File: config.mk
export PLATFORM = sky130hd
export DESIGN_NAME = wb_commit_stage
export DESIGN_NICKNAME = d
export VERILOG_FILES = /design/src/rtl/wb_commit_stage.sv
export SDC_FILE = /design/constraint.sdc
export NUM_CORES = 1
export LEC_CHECK = 0
export BUFFER_PORTS_ARGS = -buffer_cell sky130_fd_sc_hd__clkbuf_2
export CAP_MARGIN = 30
export CELL_PAD_IN_SITES_DETAIL_PLACEMENT = 1
export CELL_PAD_IN_SITES_GLOBAL_PLACEMENT = 1
export CORE_ASPECT_RATIO = 0.9
export CORE_MARGIN = 1.5
export CORE_UTILIZATION = 36
export CTS_BUF_LIST = sky130_fd_sc_hd__clkbuf_4
export DETAILED_ROUTE_END_ITERATION = 12
export MAX_ROUTING_LAYER = met4
export PLACE_DENSITY_LB_ADDON = 0.1
export SYNTH_ARGS = -nofsm -noshare
export SYNTH_HDL_FRONTEND = slang
export SYNTH_SLANG_ARGS = --single-unit
File: constraint.sdc
create_clock -name clk -period 2.4 [get_ports clk]
set_clock_uncertainty 0.05 [all_clocks]
set_input_delay 0.24 -clock clk [delete_from_list [all_inputs] [get_ports clk]]
set_output_delay 0.24 -clock clk [all_outputs]
set_load 0.005 [all_outputs]
File: src/rtl/wb_commit_stage.sv
// Write-back / commit stage: one-entry buffer between the LSU and fetch. It drives the
// register-file write and the next PC, and latches a sticky trap when a bus error arrives.
module wb_commit_stage #(
  parameter int         XLEN         = 32,
  parameter int         INSTRET_W    = 64,
  parameter logic [3:0] CAUSE_LD_ERR = 4'd5,
  parameter logic [3:0] CAUSE_ST_ERR = 4'd7
) (
  input  logic                 clk,
  input  logic                 rst,
  input  logic                 in_valid,
  output logic                 in_ready,
  input  logic [XLEN-1:0]      pc,
  input  logic [XLEN-1:0]      next_pc,
  input  logic [XLEN-1:0]      alu_result,
  input  logic [XLEN-1:0]      load_data,
  input  logic                 is_load,
  input  logic                 is_store,
  input  logic [4:0]           rd,
  input  logic                 rd_wen,
  input  logic                 resp_err,
  output logic                 rf_wen,
  output logic [4:0]           rf_waddr,
  output logic [XLEN-1:0]      rf_wdata,
  output logic                 out_valid,
  input  logic                 out_ready,
  output logic [XLEN-1:0]      out_pc,
  output logic                 trap_valid,
  output logic [XLEN-1:0]      trap_pc,
  output logic [3:0]           trap_cause,
  output logic [INSTRET_W-1:0] instret
);

  typedef enum logic [1:0] {IDLE, COMMIT, TRAP} state_t;

  state_t          state, state_next;
  logic [XLEN-1:0] pc_q, next_pc_q, wdata_q;
  logic [4:0]      rd_q;
  logic            wen_q, ld_q, st_q, err_q;
  logic            in_fire, out_fire, trap_enter;
  logic [3:0]      cause_sel;

  always_comb begin
    state_next = state;
    in_ready   = 1'b0;
    out_valid  = 1'b0;
    trap_enter = 1'b0;
    case (state)
      IDLE: begin
        in_ready = 1'b1;
        if (in_valid) state_next = COMMIT;
      end
      COMMIT: begin
        if (err_q) begin
          trap_enter = 1'b1;
          state_next = TRAP;
        end else begin
          out_valid = 1'b1;
          // Accept the next instruction in the same cycle the current one retires.
          in_ready  = out_ready;
          if (out_ready) state_next = in_valid ? COMMIT : IDLE;
        end
      end
      TRAP:    state_next = TRAP;
      default: state_next = IDLE;
    endcase
  end

  assign in_fire  = in_valid & in_ready;
  assign out_fire = out_valid & out_ready;
  assign rf_wen   = out_fire & wen_q;
  assign rf_waddr = rd_q;
  assign rf_wdata = wdata_q;
  assign out_pc   = next_pc_q;

  // A load fault wins if the upstream ever flags both kinds at once.
  always_comb begin
    case ({ld_q, st_q})
      2'b10, 2'b11: cause_sel = CAUSE_LD_ERR;
      default:      cause_sel = CAUSE_ST_ERR;
    endcase
  end

  always_ff @(posedge clk) begin
    if (rst) begin
      state      <= IDLE;
      pc_q       <= '0;
      next_pc_q  <= '0;
      wdata_q    <= '0;
      rd_q       <= '0;
      wen_q      <= 1'b0;
      ld_q       <= 1'b0;
      st_q       <= 1'b0;
      err_q      <= 1'b0;
      trap_valid <= 1'b0;
      trap_pc    <= '0;
      trap_cause <= '0;
      instret    <= '0;
    end else begin
      state <= state_next;
      if (in_fire) begin
        pc_q      <= pc;
        next_pc_q <= next_pc;
        wdata_q   <= is_load ? load_data : alu_result;
        rd_q      <= rd;
        wen_q     <= rd_wen & (rd != 5'd0);
        ld_q      <= is_load;
        st_q      <= is_store;
        err_q     <= resp_err;
      end
      if (out_fire) instret <= instret + INSTRET_W'(1);
      if (trap_enter) begin
        trap_valid <= 1'b1;
        trap_pc    <= pc_q;
        trap_cause <= cause_sel;
      end
    end
  end

endmodule

# After elaboration in Yosys (flattened, before gate mapping)
# Index checks and enable logic that the tools add are counted.
# totals
in_bits	141
wordCells	41
output_inout_bits	173
regBits	208
# classes
mux	13
add_sub_neg	1
eq_ne	6
n_bitwise	4
reduce_logical	4
# ops
operator	count
$add A64 B1 Y64 const B	1
$mux W32	1
$mux W2	4
$eq A2 B2 Y1 const B	3
$mux W1	6
$pmux W2 S3	1
$reduce_bool A5 Y1	1
$and A1 B1 Y1	4
$ne A3 B3 Y1 const B	1
$eq A2 B1 Y1 const B	1
$logic_not A2 Y1	1
$ne A2 B2 Y1 const B	1
$pmux W1 S2	1
$reduce_and A2 Y1	1
$reduce_or A2 Y1	1

# Logic depth before layout (Yosys ltp)
# depth
ltp_word	4
depth_mapped	8
depth_no_buf	6

# Worst setup path before layout
# No wires, ideal clock.
# synth_timing
path_kind	reg-to-reg
startpoint	reg instret[34]
endpoint	reg instret[52]
arrival_time_ps	1855
t_required_ps	2280
path_stages_with_launch	7
setup_ps	70
path_buffers	1
synth_period_minus_slack_ps	1975
path_slack_ps	425
path_cell_list	dfxtp_1 and4_1 buf_6 nand3_4 or4_4 or4_1 a21oi_1
# synth_via
elab_chain_len	1
# synth_rtl
item	line	rtl
start, declared	31	output logic [INSTRET_W-1:0] instret
start signal, assigned	111	if (out_fire) instret <= instret + INSTRET_W'(1);
$add A64 B1 Y64	111	
# No other way between the ends.
# A chain may end at the register's enable or synchronous reset.

# Worst setup path after layout
# layout_timing
startpoint	reg instret[18]
endpoint	reg instret[47]
# The elaborated chain is that of the path after synthesis.

==> results.env <==
MET3WIRELENGTH_UM=1740
MAXCLOCKFREQUENCY_GHz=0.443
DRT-VIAS-PER-INSTANCE=5.03
STARTPOINT='instret[18]$_SDFFE_PP0P_'
FIN_UTIL_PCT=55.4
IR_DROP_mV=0.341
SYNTH_ENABLE_FLOP_CELLS=0
DETAIL-ROUTE-ANTENNA-NETS=0
ANTENNA_FOUND_INITIAL=3
DRT-MET1-WL_UM=12500
FINAL.PERIOD_UTILIZATION_PCT=94.2
GLOBALROUTETOTALUTIL_PCT=27.0
PLACEABLECOREAREA_SQ_UM=22400
SYNTHCELLS=984
RESULT_OF_THE_RUN='finished, final reports clean'
SYNTH.DISTINCT_CELLS=49
FLOORPLAN.DIE.HEIGHT_UM=146
DR.PASS1.ITERS=4
ROUTED_WL_UM=31500
INITIAL_UTIL_PCT=36.6
ROOT_BUFFER='clkbuf_4'
STATIC-LEAKAGE-POWER_nW=5.46
CLKLATENCYLATEPIN_NS=0.68
DRC=0
WORSTREGTOREGCELLS=6
R2R-START='instret[18]$_SDFFE_PP0P_'
GRT_MAX_DEGREE=99
SYN_AREA_PER_CELL_SQ_UM=8.35
CTS_BUFS_INSERTED=55
HOLD-PATH-CELL-COUNT=4
MAX_H_TREE_LEVEL=2
CRIT_PATH_END='instret[47]$_SDFFE_PP0P_'
SETUP_TOTAL_NEGATIVE_SLACK_NS=0
GRT_PASS1_WL_UM=49600
PLACER_CONGESTION=0.777
TOP_LAYER_USED='met4'
SYNTH.NET_COUNT=1126
CRITICAL_PATH_REQUIRED_NS=2.91
CRITPATHMOSTFREQUENTCELL='nand4_1'
NUM-NETS-FINAL=1615
DIE_AREA_SQ_UM=23800
CTS_TREE='built'
WL_PER_CELL_UM=17.4
MAXCAPVIOLCOUNT=0
PORT-BUFFER-COUNT=311
CRITICAL_PATH.MAX_STAGE_DELAY_NS=0.54
VIAS=9129
TIMING_WORST_SLEW_PIN_VALUE_NS=0.811
OVERFLOW=0
DIE_WIDTH_UM=162
POSTSYNTH.ASYNCRESETSHARE_PCT=0
WORST_SLEW_MARGIN_REL_PCT=45.9
FINAL_LAYOUT_SIZE_SUFFIX_GT1_SHARE_PCT=31.2
NUMBER_OF_WARNINGS_REPORTED_IN_THE_YOSYS_SYNTHESIS_LOG=0
CLKSINKCOUNT=204
SYNTH_FF_TYPE='dfxtp_1'
END_KIND='flop'
NETLIST_AREA_SQ_UM=8220
PWR_DENSITY_CELL_nW_PER_UM2=625
FIRST_GLOBAL_VIAS=9518
YS_FF_LATCH=204
CRITICAL_PATH_FANOUT_MAX=6
SYNTH_SEQ_AREA_SHARE_PCT=49.7
TIMING.FINAL.CRIT_PERIOD_NS=2.26
TIMING_HOLD_VIOLATIONS_FINAL=0
CP_CELL_SEQUENCE='nand4_1 -> nor4_4 -> buf_4 -> nand4_1 -> or4_1 -> a21oi_1'
FINALSETUPVIOLATIONS=0
CLK_PATH_BUF_DEPTH=3
STARTPOINT_TYPE='flop'
TIMING.CRITICAL_PATH.ARRIVAL_NS=2.77
RSZ0062_AT_GRT='no'
R2R_END='instret[47]$_SDFFE_PP0P_'
SETUP.REG_TO_REG.WORST_SLACK_NS=0.14
HOLD_PATH_CLASS='in -> reg'
CLKTRANSATPATHREGS_NS=0.06
CRITICAL_PATH_CLASS='reg -> reg'
AREAGROWTHSYNTHTOFINISH_PCT=51.4
ROWS=52
POST_DP_HPWL_UM=18700
FINAL_MAX_SLEW_VIOL_COUNT=0
DETAILEDROUTE.FIRSTITERATIONVIOLATIONS=360
MET2WIRELENGTH_UM=15900
FLOORPLAN.IO_PINS=314
CP_SLOWEST_CELL='or4_1'
-- critical path: cells and delay by family, from the launching register on --
| family | cells | cell delay, ns |
|---|---|---|
| AND/OR/NAND/NOR | 4 | 1.36 |
| buffers and inverters | 1 | 0.19 |
| flip-flops | 1 | 0.41 |
| AO/OA/AOI/OAI | 1 | 0.14 |
-- per-stage QoR --
stage	std cells	worst slack [ns]	hold slack [ns]	total power, mW	cell area (sq um)
final	1815	0.140	0.313	7.77	12400
after global routing	1815	0.00846	0.291	8.15	12400
after CTS	1807	0.0417	0.248	7.80	12400
after global placement	1568	0.170	0.390	4.33	10300
after detailed placement	1568	0.0853	0.394	4.35	10300
after floorplan	984	0.425	0.326	4.00	8220
-- logic make-up after synthesis --
kind of cell,Yosys count,share of synthesized area [%]
flip-flops,204,49.7
XOR/XNOR,31,3.30
other,1,0.0456
adder cells (fa/ha/maj),1,0.152
multiplexers,33,4.03
AO/OA/AOI/OAI,205,13.8
buffers and inverters,69,3.67
AND/OR/NAND/NOR,440,25.3
-- worst min path at each step --
stage / startpoint / to / slack, ns
floorplan: pc[0] / pc_q[0]$_SDFFE_PP0P_ / 0.33
global placement: pc_q[27]$_SDFFE_PP0P_ / trap_pc[27]$_SDFFE_PP0P_ / 0.39
detailed placement: pc_q[7]$_SDFFE_PP0P_ / trap_pc[7]$_SDFFE_PP0P_ / 0.39
CTS: next_pc[10] / out_pc[10]$_SDFFE_PP0P_ / 0.25
global route: next_pc[22] / out_pc[22]$_SDFFE_PP0P_ / 0.29
finish: next_pc[10] / out_pc[10]$_SDFFE_PP0P_ / 0.31
-- Yosys cell counts, drive strengths merged, types with 2 or more instances --
master	instances	area, sq um
nand2	237	890
dfxtp	204	4080
a21oi	139	696
nor2	79	299
clkbuf	49	194
a211oi	32	240
mux2i	32	320
nand4	32	234
xor2	25	219
o21ai	24	120
nand3	22	123
or3	22	140
buf	16	92.6
or4	12	93.8
and3	11	71.3
o31ai	8	60.1
nor4	6	80.1
xnor2	6	52.6
and4	5	43.8
inv	4	15.0
nor3	4	36.3
and2	2	12.5
nor2b	2	12.5
-- state kept, by name, summed over array words and instances, names as in the netlist --
signal      cells
instret        64
out_pc         32
pc_q           32
rf_wdata       32
trap_pc        32
rf_waddr        5
state           2
trap_cause      2
err_q           1
ld_q            1
wen_q           1
-- per-layer routing --
metal,vias to the layer above,GRT usage [%]
met2,283,45.8
met5,-,-
met1,4333,29.4
met4,0,13.5
li1,4417,-
met3,96,6.36
-- cell usage in the layout (no fill, tap or decap), types with 5 or more instances in the layout --
cell,netlist,layout
a211oi_1,32,32
nand3_1,21,21
clkbuf_2,0,310
and4_1,5,5
nor2_1,78,77
nand4_1,28,28
a21oi_1,139,139
dfxtp_1,204,204
buf_4,4,40
mux2i_1,32,32
buf_12,0,6
or3_1,20,20
or4_1,11,11
dlygate4sd3_1,0,140
clkbuf_4,0,95
xor2_1,25,25
o31ai_1,8,8
o21ai_0,24,24
xnor2_1,6,6
nand2_1,237,237
and3_1,9,9
-- where the power goes --
group | internal, mW | switching (mW)
Clock | 1.76 | 1.48
Sequential | 3.52 | 0.0801
Combinational | 0.464 | 0.469
-- area by class of cell --
class / instances / area, sq um
Multi-Input combinational cell: 711 / 3850
Timing Repair Buffer: 497 / 3380
Sequential cell: 204 / 4080
Clock inverter: 4 / 15.0
Fill cell: 2762 / 10000
Antenna cell: 3 / 7.51
Inverter: 4 / 15.0
Tap cell: 297 / 372
Clock buffer: 95 / 713
-- timing repair --
item | in CTS | in global routing
hold endpoints to repair | 115 | 0
hold buffers | 140 | 0
endpoints found under the setup margin | 0 | 7
setup buffers | 0 | 5
gates resized for setup | 0 | 2
No activity file was read; power rests on OpenSTA's default activity.
